**config.mk**
```make
export PLATFORM = sky130hd
export DESIGN_NAME = mem_access_unit
export DESIGN_NICKNAME = d
export VERILOG_FILES = /design/src/rtl/rv_mem_pkg.sv /design/src/rtl/mem_lane_align.sv /design/src/rtl/mem_access_unit.sv
export SDC_FILE = /design/constraint.sdc
export NUM_CORES = 1
export LEC_CHECK = 0
export CELL_PAD_IN_SITES_DETAIL_PLACEMENT = 1
export CELL_PAD_IN_SITES_GLOBAL_PLACEMENT = 2
export CORE_UTILIZATION = 28
export DETAILED_ROUTE_END_ITERATION = 7
export PLACE_DENSITY_LB_ADDON = 0.15
export SLEW_MARGIN = 20
export SYNTH_ARGS = -nofsm -noshare
export SYNTH_HDL_FRONTEND = slang
export SYNTH_SLANG_ARGS = --single-unit
export TNS_END_PERCENT = 5
```
**constraint.sdc**
```tcl
create_clock -name clk -period 2.7 [get_ports clk]
set_input_delay 0.405 -clock clk [delete_from_list [all_inputs] [get_ports clk]]
set_output_delay 0.405 -clock clk [all_outputs]
set_load 0.05 [all_outputs]
```
**src/rtl/rv_mem_pkg.sv**
```systemverilog
// Shared RV32I memory-stage encodings, FSM state type and data-bus payload.
// Used by the MEM stage, the MEM/WB register and the decoder.
package rv_mem_pkg;

  localparam int unsigned XLEN = 32;
  localparam int unsigned BE_W = XLEN / 8;

  localparam logic [2:0] LD_NONE = 3'b000;
  localparam logic [2:0] LD_LB   = 3'b001;
  localparam logic [2:0] LD_LH   = 3'b010;
  localparam logic [2:0] LD_LW   = 3'b011;
  localparam logic [2:0] LD_LBU  = 3'b100;
  localparam logic [2:0] LD_LHU  = 3'b101;

  localparam logic [1:0] SD_NONE = 2'b00;
  localparam logic [1:0] SD_SB   = 2'b01;
  localparam logic [1:0] SD_SH   = 2'b10;
  localparam logic [1:0] SD_SW   = 2'b11;

  typedef enum logic [1:0] {
    S_IDLE = 2'd0,
    S_REQ  = 2'd1,
    S_DONE = 2'd2
  } mem_state_e;

  typedef enum logic [1:0] {
    SZ_BYTE = 2'd0,
    SZ_HALF = 2'd1,
    SZ_WORD = 2'd2
  } acc_size_e;

  typedef struct packed {
    logic [XLEN-1:0] addr;
    logic [BE_W-1:0] we;
    logic [XLEN-1:0] wdata;
  } dm_bus_t;

  // A nonzero store field overrides whatever the load field holds.
  function automatic acc_size_e access_size(input logic [2:0] ld, input logic [1:0] st);
    acc_size_e sz;
    sz = SZ_WORD;
    if (st != SD_NONE) begin
      case (st)
        SD_SB:   sz = SZ_BYTE;
        SD_SH:   sz = SZ_HALF;
        SD_SW:   sz = SZ_WORD;
        default: sz = SZ_WORD;
      endcase
    end else begin
      case (ld)
        LD_LB, LD_LBU: sz = SZ_BYTE;
        LD_LH, LD_LHU: sz = SZ_HALF;
        LD_LW:         sz = SZ_WORD;
        default:       sz = SZ_WORD;
      endcase
    end
    return sz;
  endfunction

endpackage

```
**src/rtl/mem_lane_align.sv**
```systemverilog
// Combinational lane logic: byte enables, replicated store data,
// misalignment detection and read-data lane shift.
module mem_lane_align
  import rv_mem_pkg::*;
(
  input  logic [2:0]      is_load_i,
  input  logic [1:0]      is_store_i,
  input  logic [XLEN-1:0] addr_i,
  input  logic [XLEN-1:0] rs2_i,
  input  logic [XLEN-1:0] rdata_i,
  input  logic [1:0]      rd_off_i,
  output dm_bus_t         bus_o,
  output logic            misalign_o,
  output logic [XLEN-1:0] rdata_o
);

  acc_size_e  size;
  logic       is_store;
  logic [1:0] off;

  assign size     = access_size(is_load_i, is_store_i);
  assign is_store = (is_store_i != SD_NONE);
  assign off      = addr_i[1:0];

  always_comb begin
    misalign_o  = 1'b0;
    bus_o.addr  = {addr_i[XLEN-1:2], 2'b00};
    bus_o.we    = '0;
    bus_o.wdata = rs2_i;
    case (size)
      SZ_BYTE: begin
        bus_o.wdata = {4{rs2_i[7:0]}};
        if (is_store) bus_o.we = BE_W'(4'b0001 << off);
      end
      SZ_HALF: begin
        misalign_o  = off[0];
        bus_o.wdata = {2{rs2_i[15:0]}};
        if (is_store) bus_o.we = BE_W'(4'b0011 << off);
      end
      default: begin
        misalign_o = (off != 2'b00);
        if (is_store) bus_o.we = '1;
      end
    endcase
  end

  assign rdata_o = rdata_i >> {rd_off_i, 3'b000};

endmodule

```
**src/rtl/mem_access_unit.sv**
```systemverilog
// MEM-stage data-memory access unit: turns load/store requests into
// req/ack bus transactions, stalls the pipeline and flags errors.
module mem_access_unit
  import rv_mem_pkg::*;
#(
  parameter int unsigned TIMEOUT_CYCLES = 16
) (
  input  logic            clk,
  input  logic            rst,
  input  logic [2:0]      is_load_mem,
  input  logic [1:0]      is_store_mem,
  input  logic [XLEN-1:0] alu_out_mem,
  input  logic [XLEN-1:0] rs2_data_mem,
  output logic            dm_req,
  output logic [XLEN-1:0] dm_addr,
  output logic [BE_W-1:0] dm_we,
  output logic [XLEN-1:0] dm_wdata,
  input  logic [XLEN-1:0] dm_rdata,
  input  logic            dm_ack,
  output logic [XLEN-1:0] DM_OUT,
  output logic            stall_mem,
  output logic            misalign_err,
  output logic            bus_err
);

  localparam int unsigned      CNT_W      = (TIMEOUT_CYCLES == 0) ? 1 : $clog2(TIMEOUT_CYCLES + 1);
  localparam logic [CNT_W-1:0] CNT_LAST   = CNT_W'(TIMEOUT_CYCLES - 1);
  localparam bit               TIMEOUT_EN = (TIMEOUT_CYCLES != 0);

  mem_state_e      state_q, state_d;
  dm_bus_t         bus_q, bus_d, bus_new;
  logic            dm_req_q, dm_req_d;
  logic [XLEN-1:0] dm_out_q, dm_out_d, rdata_shift;
  logic            is_load_q, is_load_d;
  logic [1:0]      off_q, off_d;
  logic [CNT_W-1:0] cnt_q, cnt_d;
  logic            misalign_q, misalign_d;
  logic            bus_err_q, bus_err_d;
  logic            op_valid, is_store, misalign, timeout_hit;

  mem_lane_align u_lane (
    .is_load_i  (is_load_mem),
    .is_store_i (is_store_mem),
    .addr_i     (alu_out_mem),
    .rs2_i      (rs2_data_mem),
    .rdata_i    (dm_rdata),
    .rd_off_i   (off_q),
    .bus_o      (bus_new),
    .misalign_o (misalign),
    .rdata_o    (rdata_shift)
  );

  assign is_store    = (is_store_mem != SD_NONE);
  assign op_valid    = (is_load_mem != LD_NONE) || is_store;
  assign timeout_hit = TIMEOUT_EN && (cnt_q == CNT_LAST);

  always_ff @(posedge clk or negedge rst) begin
    if (!rst) state_q <= S_IDLE;
    else      state_q <= state_d;
  end

  always_comb begin
    state_d = state_q;
    case (state_q)
      S_IDLE:  if (op_valid && !misalign) state_d = S_REQ;
      S_REQ:   if (dm_ack || timeout_hit) state_d = S_DONE;
      S_DONE:  state_d = S_IDLE;
      default: state_d = S_IDLE;
    endcase
  end

  // Register next-values and the combinational stall; ack beats timeout in REQ.
  always_comb begin
    bus_d      = bus_q;
    dm_req_d   = dm_req_q;
    dm_out_d   = dm_out_q;
    is_load_d  = is_load_q;
    off_d      = off_q;
    cnt_d      = cnt_q;
    misalign_d = 1'b0;
    bus_err_d  = 1'b0;
    stall_mem  = 1'b0;
    case (state_q)
      S_IDLE: begin
        if (op_valid && misalign) begin
          misalign_d = 1'b1;
          dm_out_d   = '0;
        end else if (op_valid) begin
          stall_mem = 1'b1;
          bus_d     = bus_new;
          dm_req_d  = 1'b1;
          is_load_d = !is_store;
          off_d     = alu_out_mem[1:0];
          cnt_d     = '0;
        end
      end
      S_REQ: begin
        stall_mem = 1'b1;
        if (dm_ack) begin
          dm_out_d = is_load_q ? rdata_shift : '0;
          dm_req_d = 1'b0;
        end else if (timeout_hit) begin
          dm_out_d  = '0;
          dm_req_d  = 1'b0;
          bus_err_d = 1'b1;
        end else if (!(&cnt_q)) begin
          cnt_d = cnt_q + CNT_W'(1);
        end
      end
      default: ;
    endcase
  end

  always_ff @(posedge clk or negedge rst) begin
    if (!rst) begin
      bus_q      <= '0;
      dm_req_q   <= 1'b0;
      dm_out_q   <= '0;
      is_load_q  <= 1'b0;
      off_q      <= '0;
      cnt_q      <= '0;
      misalign_q <= 1'b0;
      bus_err_q  <= 1'b0;
    end else begin
      bus_q      <= bus_d;
      dm_req_q   <= dm_req_d;
      dm_out_q   <= dm_out_d;
      is_load_q  <= is_load_d;
      off_q      <= off_d;
      cnt_q      <= cnt_d;
      misalign_q <= misalign_d;
      bus_err_q  <= bus_err_d;
    end
  end

  assign dm_req       = dm_req_q;
  assign dm_addr      = bus_q.addr;
  assign dm_we        = bus_q.we;
  assign dm_wdata     = bus_q.wdata;
  assign DM_OUT       = dm_out_q;
  assign misalign_err = misalign_q;
  assign bus_err      = bus_err_q;

endmodule

```
==> results of run 1 <==
## cell usage in the layout, fill, tap and decap left out, drive strengths merged, types with 9 or more instances in the layout
| cell type | instances |
|---|---|
| o21ai | 17 |
| clkbuf | 9 |
| buf | 33 |
| mux2 | 85 |
| a21o | 9 |
| inv | 19 |
| ha | 9 |
| clkdlybuf4s50 | 203 |
| a22o | 32 |
| dfrtp | 111 |
| nand2 | 23 |
| mux2i | 17 |
## layout make-up
type | count | share of cell area, %
flip-flops and latches | 111 | 33.8
multi-input cells | 269 | 29.8
repair buffers | 236 | 28.6
well taps | 234 | 3.56
clock buffers | 9 | 2.74
clock inverters | 7 | 0.746
inverters | 15 | 0.685
## routing by layer
metal	GRT usage (%)	share of wire, %	vias up
met5	0	0	-
met2	29.5	48	121
met1	21.4	44	2129
met4	5.72	1.5	0
met3	4.55	6.0	15
li1	-	-	1998
## timing repair
action / in CTS / in global routing
pin swaps: 2 / 0
hold buffers: 0 / 0
setup endpoints to repair: 1 / 1
gates resized for setup: 4 / 2
buffers inserted: 1 / 0
## sequential cells by signal (all words and copies together), names as in the netlist
| name | count |
|---|---|
| DM_OUT | 32 |
| bus_err | 1 |
| cnt_q | 5 |
| dm_addr | 30 |
| dm_req | 1 |
| dm_wdata | 32 |
| dm_we | 4 |
| is_load_q | 1 |
| misalign_err | 1 |
| off_q | 2 |
| state_q | 2 |
## worst reg2reg max path, stage by stage, from the launching register on
cell and delay (ns):
dfrtp_1 0.41, ha_1 0.24, and3_1 0.21, ha_1 0.20
or2_2 0.32, or3_1 0.40, or3_1 0.32, o21ai_0 0.08
## power by group through the flow
stage                     Sequential (mW)  Combinational, mW  Clock (mW)
after CTS                            2.70               5.74        1.39
after floorplan                      4.83               1.52           0
after global routing                 2.79               5.97        1.44
final                                2.68               5.67        1.34
after global placement               2.68               5.66           0
after detailed placement             2.72               5.71           0
## worst min-delay path by stage
stage | slack [ns] | from | cells past startpoint | to
finish | 0.009 | rst | 1 | dm_wdata[29]
global route | 0.03 | rst | 1 | dm_wdata[13]
CTS | 0.02 | rst | 1 | dm_wdata[13]
detailed placement | 0.42 | rst | 1 | dm_wdata[13]
global placement | 0.41 | rst | 1 | dm_wdata[13]
floorplan | 0.11 | rst | 0 | DM_OUT[0]
## cells by family after synthesis
group / Yosys count / share of synthesized area, %
simple gates: 65 / 7.49
other cells: 1 / 0.0697
fa+ha+maj: 9 / 2.09
flops: 111 / 51.7
mux: 102 / 21.0
compound gates: 88 / 13.2
xor+xnor: 3 / 0.489
buf+inv: 43 / 4.02
==> metrics.md, run 1 <==
| Metric | Value |
|---|---|
| Status | `completed` |
| IO Pins | `~210` |
| Area growth from synthesis to layout | `52.8%` |
| Internal power | `slightly above 5 mW` |
| Core area | `18800 sq um` |
| Area of the die | `slightly below 20000 sq um` |
| Core Rows | `50` |
| Data required, critical path | `roughly 2.3 ns` |
| Top-area cell type share of the netlist area | `between 50% and 60%` |
| TritonCTS Buffers | `9` |
| Root Driver | `clkbuf_16` |
| Multi-input gate area | `between 2000 and 2500 sq um` |
| DP Worst Slack | `-0.215 ns` |
| Leak Pwr | `3.52 nW` |
| Crit path cell chain | `clkdlybuf4s50_1 > inv_1 > ha_2 > buf_4 > nand3b_1 > a31oi_2 > o41ai_4 > buf_12` |
| # Max-Cap Violations | `0` |
| R2R depth | `7` |
| Most frequent cell after synthesis | `dfrtp_1` |
| Tmin final | `around 2.6 ns` |
| CP max stage delay | `0.45 ns` |
| Register Area | `2780 sq um` |
| Reg2reg start | `cnt_q[0]` |
| CTS tree | `built` |
| Post-Syn Area | `about 5400 sq um` |
| Routed wire length per instance | `roughly 19 um` |
| Total grt overflow | `0` |
| Initial cell density of the core | `~29%` |
| Top post-synthesis cells by count | `111 x dfrtp_1, 47 x mux2_2, 38 x mux2_1` |
| Yosys top cell by area | `dfrtp_1` |
| Power per cell area | `about 1200 nW/um^2` |
| Initial DRC count | `123` |
| WP depth | `8` |
| Post-DP HPWL | `about 12000 um` |
| Crit path max-delay family | `buffers and inverters` |
| FFs w/ async S/R, synth | `between 90% and 100%` |
| Layout fillers | `a little under 2000` |
| Clk network pwr share | `roughly 14%` |
| Comb power frac | `just under 60%` |
| Port Buffers | `about 210` |
| Crit path to | `stall_mem` |
| Max-slew violations | `0` |
| VDD IR max | `~660 uV` |
| CTS Sinks | `111` |
| Dominant cells by area after synthesis | `dfrtp_1 52%, mux2_2 9.8%, mux2_1 8.0%` |
| EDFF count, synth | `0` |
| Final net count | `approximately 760` |
| Residual DRC count | `0` |
| Final setup fails | `0` |
| Final instance area | `between 8000 and 9000 sq um` |
| CP arrival | `about 2.2 ns` |
| Worst-margin pin slew | `slightly below 0.9 ns` |
| CP endpoint kind | `output pin` |
| # diodes | `0` |
| Final worst-path setup slack | `0.144 ns` |
| Psw | `~4.6 mW` |
| Setup crit start kind | `primary input` |
| Synth Register Bits | `between 100 and 150` |
| Setup slack, reg-to-reg | `0.43 ns` |
| H-tree depth | `3` |
| Syn Inst Count | `approximately 420` |
| Via-per-instance ratio | `around 4.8` |
| Wire length of the first global-routing pass | `26400 um` |
| CTS Buffer Depth | `2` |
| Final cell count without fillers | `around 900` |
| Detail Route Antenna Nets | `0` |
| Pin count of the biggest net entering global routing | `76` |
| Syn. warnings | `0` |
| Yosys cell types | `between 40 and 50` |
| Hold Path Class | `in2async` |
| Worst R2R End | `cnt_q[0]` |
| Via count | `roughly 4300` |
| Slowest CP cell | `clkdlybuf4s50_1` |
| Clock Latency Late Sink | `around 0.36 ns` |
| FMAX | `~0.4 GHz` |
| Fin. Hold Viols | `0` |
| Mapped Avg Cell Area | `~13 sq um` |
| Sequential-to-total area share from yosys stat | `51.7%` |
| All-layer global routing usage | `17.3%` |
| Slew HR | `42.1%` |
| Chip width | `141 um` |
| DR pass1 iterations | `4` |
| Vias in the first global route | `approximately 4700` |
| Tot Pwr | `slightly below 10 mW` |
| Sw frac | `a little under half` |
| Clock-pin slew on the worst setup and hold paths | `0.07 ns` |
| Layout cells sized above 1 | `between 10% and 20%` |
| Tcrit/Tclk final | `a little over nine tenths` |
| Initial antenna violation count | `0` |
| Part of the power in registers | `approximately 28%` |
| Setup Crit Path Kind | `in2out` |
| Clock skew | `0.0110 ns` |
| Die Y | `141 um` |
| Worst Setup SP | `is_store_mem[0]` |
| Area of placed instances | `approximately 7900 sq um` |
| WHS | `about 0.009 ns` |
| Critical path fanouts, max | `3` |
| Total Wirelength | `around 16000 um` |
| Top_reg_cell synth | `dfrtp_1` |
| Placed cell count | `between 800 and 900` |
| RePlAce Congestion | `about 0.8` |
| Bufs and invs on worst path | `4` |
| Setup TNS | `0 ns` |
| RSZ-0062 raised after global routing | `no` |
| Core Util, Final | `around 44%` |
Note: power is estimated with default switching activity, not from simulation.
==> run 2, diff against run 1 <==
SLEW_MARGIN = 25   (was 20)
==> results of run 2 <==
The final DEF is identical to that of run 1; final timing and power are the same.
